### config.mk
export PLATFORM = sky130hd
export DESIGN_NAME = tank_level_conditioner
export DESIGN_NICKNAME = d
export VERILOG_FILES = /design/src/rtl/tank_level_conditioner_pkg.sv /design/src/rtl/float_switch_debouncer.sv /design/src/rtl/tank_level_conditioner.sv
export SDC_FILE = /design/constraint.sdc
export NUM_CORES = 1
export LEC_CHECK = 0
export CORE_UTILIZATION = 50
export DETAILED_ROUTE_END_ITERATION = 8
export PLACE_DENSITY_LB_ADDON = 0.1
export SLEW_MARGIN = 20
export SYNTH_ARGS = -nofsm -noshare
export SYNTH_HDL_FRONTEND = slang
export SYNTH_SLANG_ARGS = --single-unit
export TNS_END_PERCENT = 20
### constraint.sdc
create_clock -name CLK100MHZ -period 2.7 [get_ports CLK100MHZ]
set_input_delay 0.54 -clock CLK100MHZ [delete_from_list [all_inputs] [get_ports CLK100MHZ]]
set_output_delay 0.54 -clock CLK100MHZ [all_outputs]
set_load 0.02 [all_outputs]
### src/rtl/tank_level_conditioner_pkg.sv
// Shared level codes, bargraph patterns and switch-pattern helpers
// for the tank level front end.
package tank_level_conditioner_pkg;

    typedef enum logic [1:0] {
        LVL_EMPTY = 2'd0,
        LVL_LOW   = 2'd1,
        LVL_MID   = 2'd2,
        LVL_HIGH  = 2'd3
    } level_e;

    localparam logic [7:0] BAR_EMPTY = 8'h00;
    localparam logic [7:0] BAR_LOW   = 8'h07;
    localparam logic [7:0] BAR_MID   = 8'h3F;
    localparam logic [7:0] BAR_HIGH  = 8'hFF;
    localparam logic [7:0] BAR_FAULT = 8'hAA;

    // Switches stack bottom-up, so only "filled from the bottom" patterns are real.
    function automatic logic pattern_ok(input logic [2:0] lmh);
        return (lmh == 3'b000) || (lmh == 3'b100) ||
               (lmh == 3'b110) || (lmh == 3'b111);
    endfunction

    function automatic level_e pattern_level(input logic [2:0] lmh);
        level_e lvl;
        unique case (lmh)
            3'b100:  lvl = LVL_LOW;
            3'b110:  lvl = LVL_MID;
            3'b111:  lvl = LVL_HIGH;
            default: lvl = LVL_EMPTY;
        endcase
        return lvl;
    endfunction

    function automatic logic [7:0] bargraph(input level_e lvl);
        logic [7:0] bar;
        unique case (lvl)
            LVL_LOW:  bar = BAR_LOW;
            LVL_MID:  bar = BAR_MID;
            LVL_HIGH: bar = BAR_HIGH;
            default:  bar = BAR_EMPTY;
        endcase
        return bar;
    endfunction

endpackage

### src/rtl/float_switch_debouncer.sv
// One float switch: synchroniser chain, stability debounce and a
// primed flag marking the first completed debounce window.
module float_switch_debouncer #(
    parameter int SYNC_STAGES     = 2,
    parameter int DEBOUNCE_CYCLES = 1000000
) (
    input  logic clk_i,
    input  logic rst_ni,
    input  logic raw_i,
    output logic clean_o,
    output logic primed_o
);

    localparam int CW = (DEBOUNCE_CYCLES > 1) ? $clog2(DEBOUNCE_CYCLES) : 1;
    localparam logic [CW-1:0] CNT_LAST = CW'(DEBOUNCE_CYCLES - 1);

    logic [SYNC_STAGES-1:0] sync_q;
    logic [CW-1:0]          cnt_q, cnt_d;
    logic [CW-1:0]          pcnt_q, pcnt_d;
    logic                   stable_q, stable_d;
    logic                   primed_q, primed_d;
    logic                   s;

    assign s = sync_q[SYNC_STAGES-1];

    always_comb begin
        cnt_d    = cnt_q;
        pcnt_d   = pcnt_q;
        stable_d = stable_q;
        primed_d = primed_q;
        if (s != stable_q) begin
            pcnt_d = '0;
            if (cnt_q == CNT_LAST) begin
                stable_d = s;
                cnt_d    = '0;
                primed_d = 1'b1;
            end else begin
                cnt_d = cnt_q + CW'(1);
            end
        end else begin
            cnt_d = '0;
            // A channel that never moves still has to prove it is quiet.
            if (!primed_q) begin
                if (pcnt_q == CNT_LAST) begin
                    primed_d = 1'b1;
                end else begin
                    pcnt_d = pcnt_q + CW'(1);
                end
            end
        end
    end

    always_ff @(posedge clk_i) begin
        if (!rst_ni) begin
            sync_q   <= '0;
            cnt_q    <= '0;
            pcnt_q   <= '0;
            stable_q <= 1'b0;
            primed_q <= 1'b0;
        end else begin
            sync_q   <= {sync_q[SYNC_STAGES-2:0], raw_i};
            cnt_q    <= cnt_d;
            pcnt_q   <= pcnt_d;
            stable_q <= stable_d;
            primed_q <= primed_d;
        end
    end

    assign clean_o  = stable_q;
    assign primed_o = primed_q;

endmodule

### src/rtl/tank_level_conditioner.sv
// Tank float-switch front end: three debounced switches, plausibility
// check with sticky fault, level code and LED bargraph.
module tank_level_conditioner
    import tank_level_conditioner_pkg::*;
#(
    parameter int SYNC_STAGES     = 2,
    parameter int DEBOUNCE_CYCLES = 1000000,
    parameter int FAULT_CYCLES    = 5000000
) (
    input  logic       CLK100MHZ,
    input  logic       CPU_RESETN,
    input  logic       sw_low_raw,
    input  logic       sw_mid_raw,
    input  logic       sw_high_raw,
    input  logic       clear_fault,
    output logic       Low,
    output logic       Mid,
    output logic       High,
    output logic [1:0] level_code,
    output logic       level_valid,
    output logic       level_changed,
    output logic       sensor_fault,
    output logic [7:0] water_indication
);

    localparam int FW = (FAULT_CYCLES > 1) ? $clog2(FAULT_CYCLES) : 1;
    localparam logic [FW-1:0] FCNT_LAST = FW'(FAULT_CYCLES - 1);

    logic [2:0]    primed;
    logic [2:0]    lmh;
    logic          pat_ok;
    logic          fault_set;
    level_e        code_q, code_d;
    logic          changed_q, changed_d;
    logic          invalid_q, invalid_d;
    logic [FW-1:0] fcnt_q, fcnt_d;
    logic          fault_q, fault_d;
    logic [7:0]    water_q, water_d;

    float_switch_debouncer #(
        .SYNC_STAGES    (SYNC_STAGES),
        .DEBOUNCE_CYCLES(DEBOUNCE_CYCLES)
    ) u_low (
        .clk_i   (CLK100MHZ),
        .rst_ni  (CPU_RESETN),
        .raw_i   (sw_low_raw),
        .clean_o (Low),
        .primed_o(primed[2])
    );

    float_switch_debouncer #(
        .SYNC_STAGES    (SYNC_STAGES),
        .DEBOUNCE_CYCLES(DEBOUNCE_CYCLES)
    ) u_mid (
        .clk_i   (CLK100MHZ),
        .rst_ni  (CPU_RESETN),
        .raw_i   (sw_mid_raw),
        .clean_o (Mid),
        .primed_o(primed[1])
    );

    float_switch_debouncer #(
        .SYNC_STAGES    (SYNC_STAGES),
        .DEBOUNCE_CYCLES(DEBOUNCE_CYCLES)
    ) u_high (
        .clk_i   (CLK100MHZ),
        .rst_ni  (CPU_RESETN),
        .raw_i   (sw_high_raw),
        .clean_o (High),
        .primed_o(primed[0])
    );

    assign lmh         = {Low, Mid, High};
    assign pat_ok      = pattern_ok(lmh);
    assign level_valid = &primed;
    assign fault_set   = invalid_q && (fcnt_q == FCNT_LAST);

    always_comb begin
        code_d    = code_q;
        changed_d = 1'b0;
        if (pat_ok && (pattern_level(lmh) != code_q)) begin
            code_d    = pattern_level(lmh);
            changed_d = 1'b1;
        end

        invalid_d = !pat_ok;
        fcnt_d    = '0;
        if (invalid_q && (fcnt_q != FCNT_LAST)) begin
            fcnt_d = fcnt_q + FW'(1);
        end else if (invalid_q) begin
            fcnt_d = fcnt_q;
        end

        // Set takes priority so a fault can never be lost to a stale clear.
        fault_d = fault_q;
        if (fault_set) begin
            fault_d = 1'b1;
        end else if (clear_fault && pat_ok) begin
            fault_d = 1'b0;
        end

        if (!level_valid) begin
            water_d = BAR_EMPTY;
        end else if (fault_d) begin
            water_d = BAR_FAULT;
        end else begin
            water_d = bargraph(code_d);
        end
    end

    always_ff @(posedge CLK100MHZ) begin
        if (!CPU_RESETN) begin
            code_q    <= LVL_EMPTY;
            changed_q <= 1'b0;
            invalid_q <= 1'b0;
            fcnt_q    <= '0;
            fault_q   <= 1'b0;
            water_q   <= BAR_EMPTY;
        end else begin
            code_q    <= code_d;
            changed_q <= changed_d;
            invalid_q <= invalid_d;
            fcnt_q    <= fcnt_d;
            fault_q   <= fault_d;
            water_q   <= water_d;
        end
    end

    assign level_code       = code_q;
    assign level_changed    = changed_q;
    assign sensor_fault     = fault_q;
    assign water_indication = water_q;

endmodule
# Word-level counts from Yosys, hierarchy flattened
# Cells that the tools add are included.
[totals]
regBits = 168
inputBits = 6
out_inout_bits = 16
elab_cells = 107
[op_classes]
n_addsub = 7
n_eq_ne = 22
n_mux = 21
n_bitwise = 11
n_reduce_logical = 24
[op_table]
columns = ["operator", "n"]
rows = [
  ["$add 20x1->20 const B", 6],
  ["$eq 20x20->1 const B", 6],
  ["$mux 23", 2],
  ["$pmux 8 s3", 1],
  ["$add 23x1->23 const B", 1],
  ["$eq 23x23->1 const B", 1],
  ["$ne 23x23->1 const B", 1],
  ["$mux 1", 15],
  ["$reduce_and 2->1", 6],
  ["$reduce_or 3->1", 4],
  ["$not 1->1", 11],
  ["$eq 3x3->1 const B", 3],
  ["$mux 8", 1],
  ["$ne 2x2->1 const B", 3],
  ["$pmux 2 s3", 1],
  ["$reduce_or 2->1", 3],
  ["$eq 2x2->1 const B", 2],
  ["$logic_and 1x1->1", 4],
  ["$reduce_and 4->1", 1],
  ["$logic_not 3->1", 1],
  ["$logic_or 1x1->1", 3],
  ["$ne 1x1->1", 3],
  ["$reduce_and 3->1", 1],
  ["$eq 2x1->1 const B", 1],
  ["other kinds (4)", 4],
]

# Depth between registers and ports, before layout
# Gate-level depths: netlist of the first run.
[logic_depth]
word_depth = 9
depth_mapped = 8
mapped_depth_nobuf = 6

# Hierarchy
# Synthesis of the first run repeated with hierarchy kept, for this count alone.
[unflattened]
cells_unflattened = 899
area_unflattened_um2 = 7822.5
[by_module_without_submodules]
columns = ["mod", "n_inst", "cells_per_inst", "area_per_inst_um2", "seq_area_each_um2"]
rows = [
  ["float_switch_debouncer", 3, 237, 2068.2, 880.8],
  ["tank_level_conditioner", 1, 188, 1617.8, 680.7],
]

# Worst setup path before layout of the first run
# Ideal clock, no wire load.
[synth_path]
kind = "flip-flop to flip-flop"
startpoint = "register u_low.pcnt_q[12]"
endpoint = "register u_low.pcnt_q[10]"
t_arrival_ns = 1.675
required_time_ns = 2.572
slack_ns = 0.898
path_stages_with_launch = 6
n_path_buf = 0
period_less_slack_ns = 1.802
path_cell_list = "dfxtp_1 -> or4_4 -> or4_1 -> nand3_1 -> xor2_1 -> nor2_1"
[synth_between]
elab_chain_cells = 3
[synth_rtl]
columns = ["element", "line_no", "source"]
rows = [
  ["from (decl)", "float_switch_debouncer.sv:19", "logic [CW-1:0] pcnt_q, pcnt_d;"],
  ["from (signal assigned)", "float_switch_debouncer.sv:63", "pcnt_q <= pcnt_d;"],
  ["$eq 20x20->1", "float_switch_debouncer.sv:44", "if (pcnt_q == CNT_LAST) begin"],
  ["$not 1->1 (no line)", "n/a", ""],
  ["$reduce_and 2->1 (no line)", "n/a", ""],
]
# No other way between the ends.
# A chain may end at the register's enable or synchronous reset.

# Worst setup path after layout of the first run
[layout_path]
startpoint = "register u_mid.primed_q, in the netlist u_mid.primed_o"
endpoint = "output level_valid"
[layout_between]
elab_chain_cells = 1
[layout_rtl]
columns = ["element", "line_no", "source"]
rows = [
  ["from (decl)", "float_switch_debouncer.sv:21", "logic primed_q, primed_d;"],
  ["from (signal assigned)", "float_switch_debouncer.sv:65", "primed_q <= primed_d;"],
  ["$reduce_and 3->1", "tank_level_conditioner.sv:75", "assign level_valid = &primed;"],
  ["to (decl)", "tank_level_conditioner.sv:20", "output logic level_valid,"],
]
# No other way between the ends.

==> results of run 1 <==
## layer usage
| metal | GRT usage, % | wire [um] |
|---|---|---|
| met5 | 0 | 0 |
| met4 | 7.15 | 126 |
| met3 | 5.86 | 433 |
| met2 | 32.8 | 6650 |
| met1 | 24.2 | 6790 |
## through the flow
stage | cell area, um2 | instances | setup slack [ns]
6_report | 8400 | 1064 | 0.383
3_5_place_dp | 7770 | 1032 | 0.447
4_1_cts | 8400 | 1064 | 0.334
5_1_grt | 8400 | 1064 | 0.207
2_1_floorplan | 7390 | 846 | 0.898
3_3_place_gp | 7770 | 1032 | 0.504
## sequential cells by signal, summed over array words and instances, names as in the netlist, 2 cells and up
| signal | cells |
|---|---|
| u_mid.pcnt_q | 20 |
| u_mid.cnt_q | 20 |
| u_high.pcnt_q | 20 |
| u_high.sync_q | 2 |
| u_low.cnt_q | 20 |
| u_low.pcnt_q | 20 |
| fcnt_q | 23 |
| u_mid.sync_q | 2 |
| level_code | 2 |
| u_low.sync_q | 2 |
| water_indication | 6 |
| u_high.cnt_q | 20 |
## worst max-delay path: stages, from the launching register on
cell	delay (ns)
dfxtp_1	0.46
and3_1	0.25
clkdlybuf4s50_1	0.65
## worst paths after layout
path                           to             start  slack (ns)  depth (start not counted)
hold / removal    u_mid.sync_q[1]   u_mid.sync_q[0]        0.43                          1
setup / recovery      level_valid    u_mid.primed_o        0.38                          2
hold reg to reg   u_mid.sync_q[1]   u_mid.sync_q[0]        0.43                          1
setup reg to reg  u_high.cnt_q[5]  u_high.cnt_q[15]        0.45                          5
## power groups by stage
stage / clock network (mW) / logic, mW / registers [mW]
after detailed placement: 0 / 0.0893 / 2.54
after global routing: 2.69 / 0.0993 / 2.49
final: 2.51 / 0.0877 / 2.48
after CTS: 2.58 / 0.0896 / 2.48
after global placement: 0 / 0.0852 / 2.54
after floorplan: 0 / 0.0605 / 2.53
## cell families (layout without fill, tap and decap cells)
kind of cell / after synthesis / count (layout) / synth area share [%]
buffers and inverters: 41 / 75 / 2.27
xor gates and xnor gates: 114 / 114 / 13.5
muxes: 6 / 6 / 0.813
DFF: 166 / 166 / 45.0
and+or+nand+nor: 444 / 444 / 31.7
adders and majority gates: 7 / 7 / 1.19
AOI/OAI and AO/OA: 68 / 68 / 5.47
## cell type report
class / count / area [um2] / share of cell area (%)
timing repair buffer: 30 / 278 / 3.31
clock buffer: 19 / 453 / 5.39
clock inverter: 13 / 170 / 2.03
inverter: 13 / 48.8 / 0.581
tap: 184 / 230 / 2.74
sequential: 166 / 3320 / 39.6
multi-input combinational: 639 / 3890 / 46.4
## layout by cell type, fill, tap and decap left out, types with 5 or more instances in the layout
cell and n:
nor2b_1 7, o21ai_0 19, buf_4 9, a21oi_1 21
clkdlybuf4s50_1 21, or3_1 10, nor3_1 23, and4_1 10
dfxtp_1 166, and2_1 15, xnor2_1 52, inv_1 12
nand4_1 25, mux2i_1 6, ha_1 7, a31oi_1 7
xor2_1 62, and3_1 22, nand3_1 63, nor3b_1 6
nor4_1 16, nor2_1 153, clkbuf_16 17, nand2b_1 5
nand2_1 51
==> impl_metrics.py, run 1 <==
metrics = {
    "layout": {
        "nets": 880,
        "drive_gt1_share_pct": 6.48,
        "fillers": 1264,
        "n_antenna_cell": 0,
        "finish.utilization_pct": 58.0,
        "syn2layout_area_growth_pct": 13.7,
    },
    "sta": {
        "finalCritPeriodShare_pct": 85.8,
        "fmax_ghz": 0.432,
        "drv_slew": 0,
        "slew_headroom_pct": 53.9,
        "fin_crit_ns": 2.32,
        "setup_viol": 0,
        "fin_tns_setup_ns": 0,
        "whs_ns": 0.433,
        "worst_pin_slew_ns": 0.684,
        "rsz0062_at_grt": "false",
        "hold_viol": 0,
        "finalClockSkew_ns": 0.0128,
    },
    "global_routing": {
        "grt_pass1_wl_um": 23900,
        "grt_usage_pct": 19.8,
        "antenna_found_initial": 0,
        "grt_overflow": 0,
        "grt_max_degree": 21,
        "grt_pass1_vias": 5445,
    },
    "clocking": {
        "tritoncts": "yes",
        "clock_path_buffers": 2,
        "cts_made_buffers": 17,
        "cts_resized": 0,
        "clock-root-buffer": "clkbuf_16",
        "clk_pin_slew_worst_paths_ns": 0.06,
        "cts_max_level": 4,
        "cts_setup_buffers": 0,
        "cts.sinks": 166,
        "cts_hold_buf": 0,
        "clock_latency_ns": 0.44,
    },
    "power": {
        "switching_share_pct": 21.0,
        "ir_worst_vdd_uv": 471,
        "p_per_area_nw_per_um2": 606,
        "switchingPower_mw": 1.07,
        "p_int_mw": 4.02,
        "combPwrFrac_pct": 1.7,
        "seqPwrFrac_pct": 48.8,
        "p_clk_share_pct": 49.4,
        "leakage_nw": 2.83,
        "report.power.total_mw": 5.09,
    },
    "floorplanning": {
        "rows": 44,
        "io_pins": 22,
        "start_util_pct": 51.0,
        "core_um2": 14500,
        "die_area_um2": 15300,
        "die_y_um": 124,
        "die_w_um": 124,
    },
    "synthesis": {
        "post-synth-top-count-cell": "dfxtp_1",
        "netlist.area_leader.share_pct": 45.0,
        "yosysUniqueCellTypes": 59,
        "synthTopCellsByArea": "dfxtp_1, nor2_1, xor2_1",
        "netlist_area_um2": 7390,
        "synth_seq_cells": 166,
        "avgSynthCellArea_um2": 8.73,
        "synth_cells": 846,
        "synth_edf_count": 0,
        "synth_top_area_cell": "dfxtp_1",
        "seq_area_frac_synth_pct": 45.0,
        "synth_ff_type": "dfxtp_1",
        "async_flop_share_pct": 0,
        "synth_warnings": 0,
        "ys_top_cells_by_count": "dfxtp_1, nor2_1, nand3_1",
        "synth_fp_nets": 859,
    },
    "routing": {
        "finalWirelength_um": 14000,
        "drtIter0Drc": 290,
        "drt-pass1-iter-count": 4,
        "vias_per_cell": 5.39,
        "post_drt_wl_per_cell_um": 13.2,
        "num_vias": 5739,
        "ant_nets": 0,
        "drc": 0,
    },
    "place": {
        "portBuffers": 21,
        "gp_congestion": 0.844,
        "hpwl_um": 9750,
    },
    "worst_setup_path": {
        "worstSetupPathType": "flop to output port",
        "start_kind": "flop",
        "worstPathRequired_ns": 2.16,
        "crit_fanout": 8,
        "end_kind": "output port",
        "critPathArrivalTime_ns": 1.78,
    },
    "min_path": {
        "min_path_type": "flop to flop",
    },
    "flow_run": {
        "drv_cap": 0,
    },
    "run_status": {
        "outcome": "finished, final reports clean",
    },
}
No activity file was read; power rests on OpenSTA's default activity.
==> run 2, diff against run 1 <==
Settings changed: CTS_CLUSTER_SIZE set to 24.
==> results of run 2 <==
The final DEF is identical to that of run 1; final timing and power are the same.
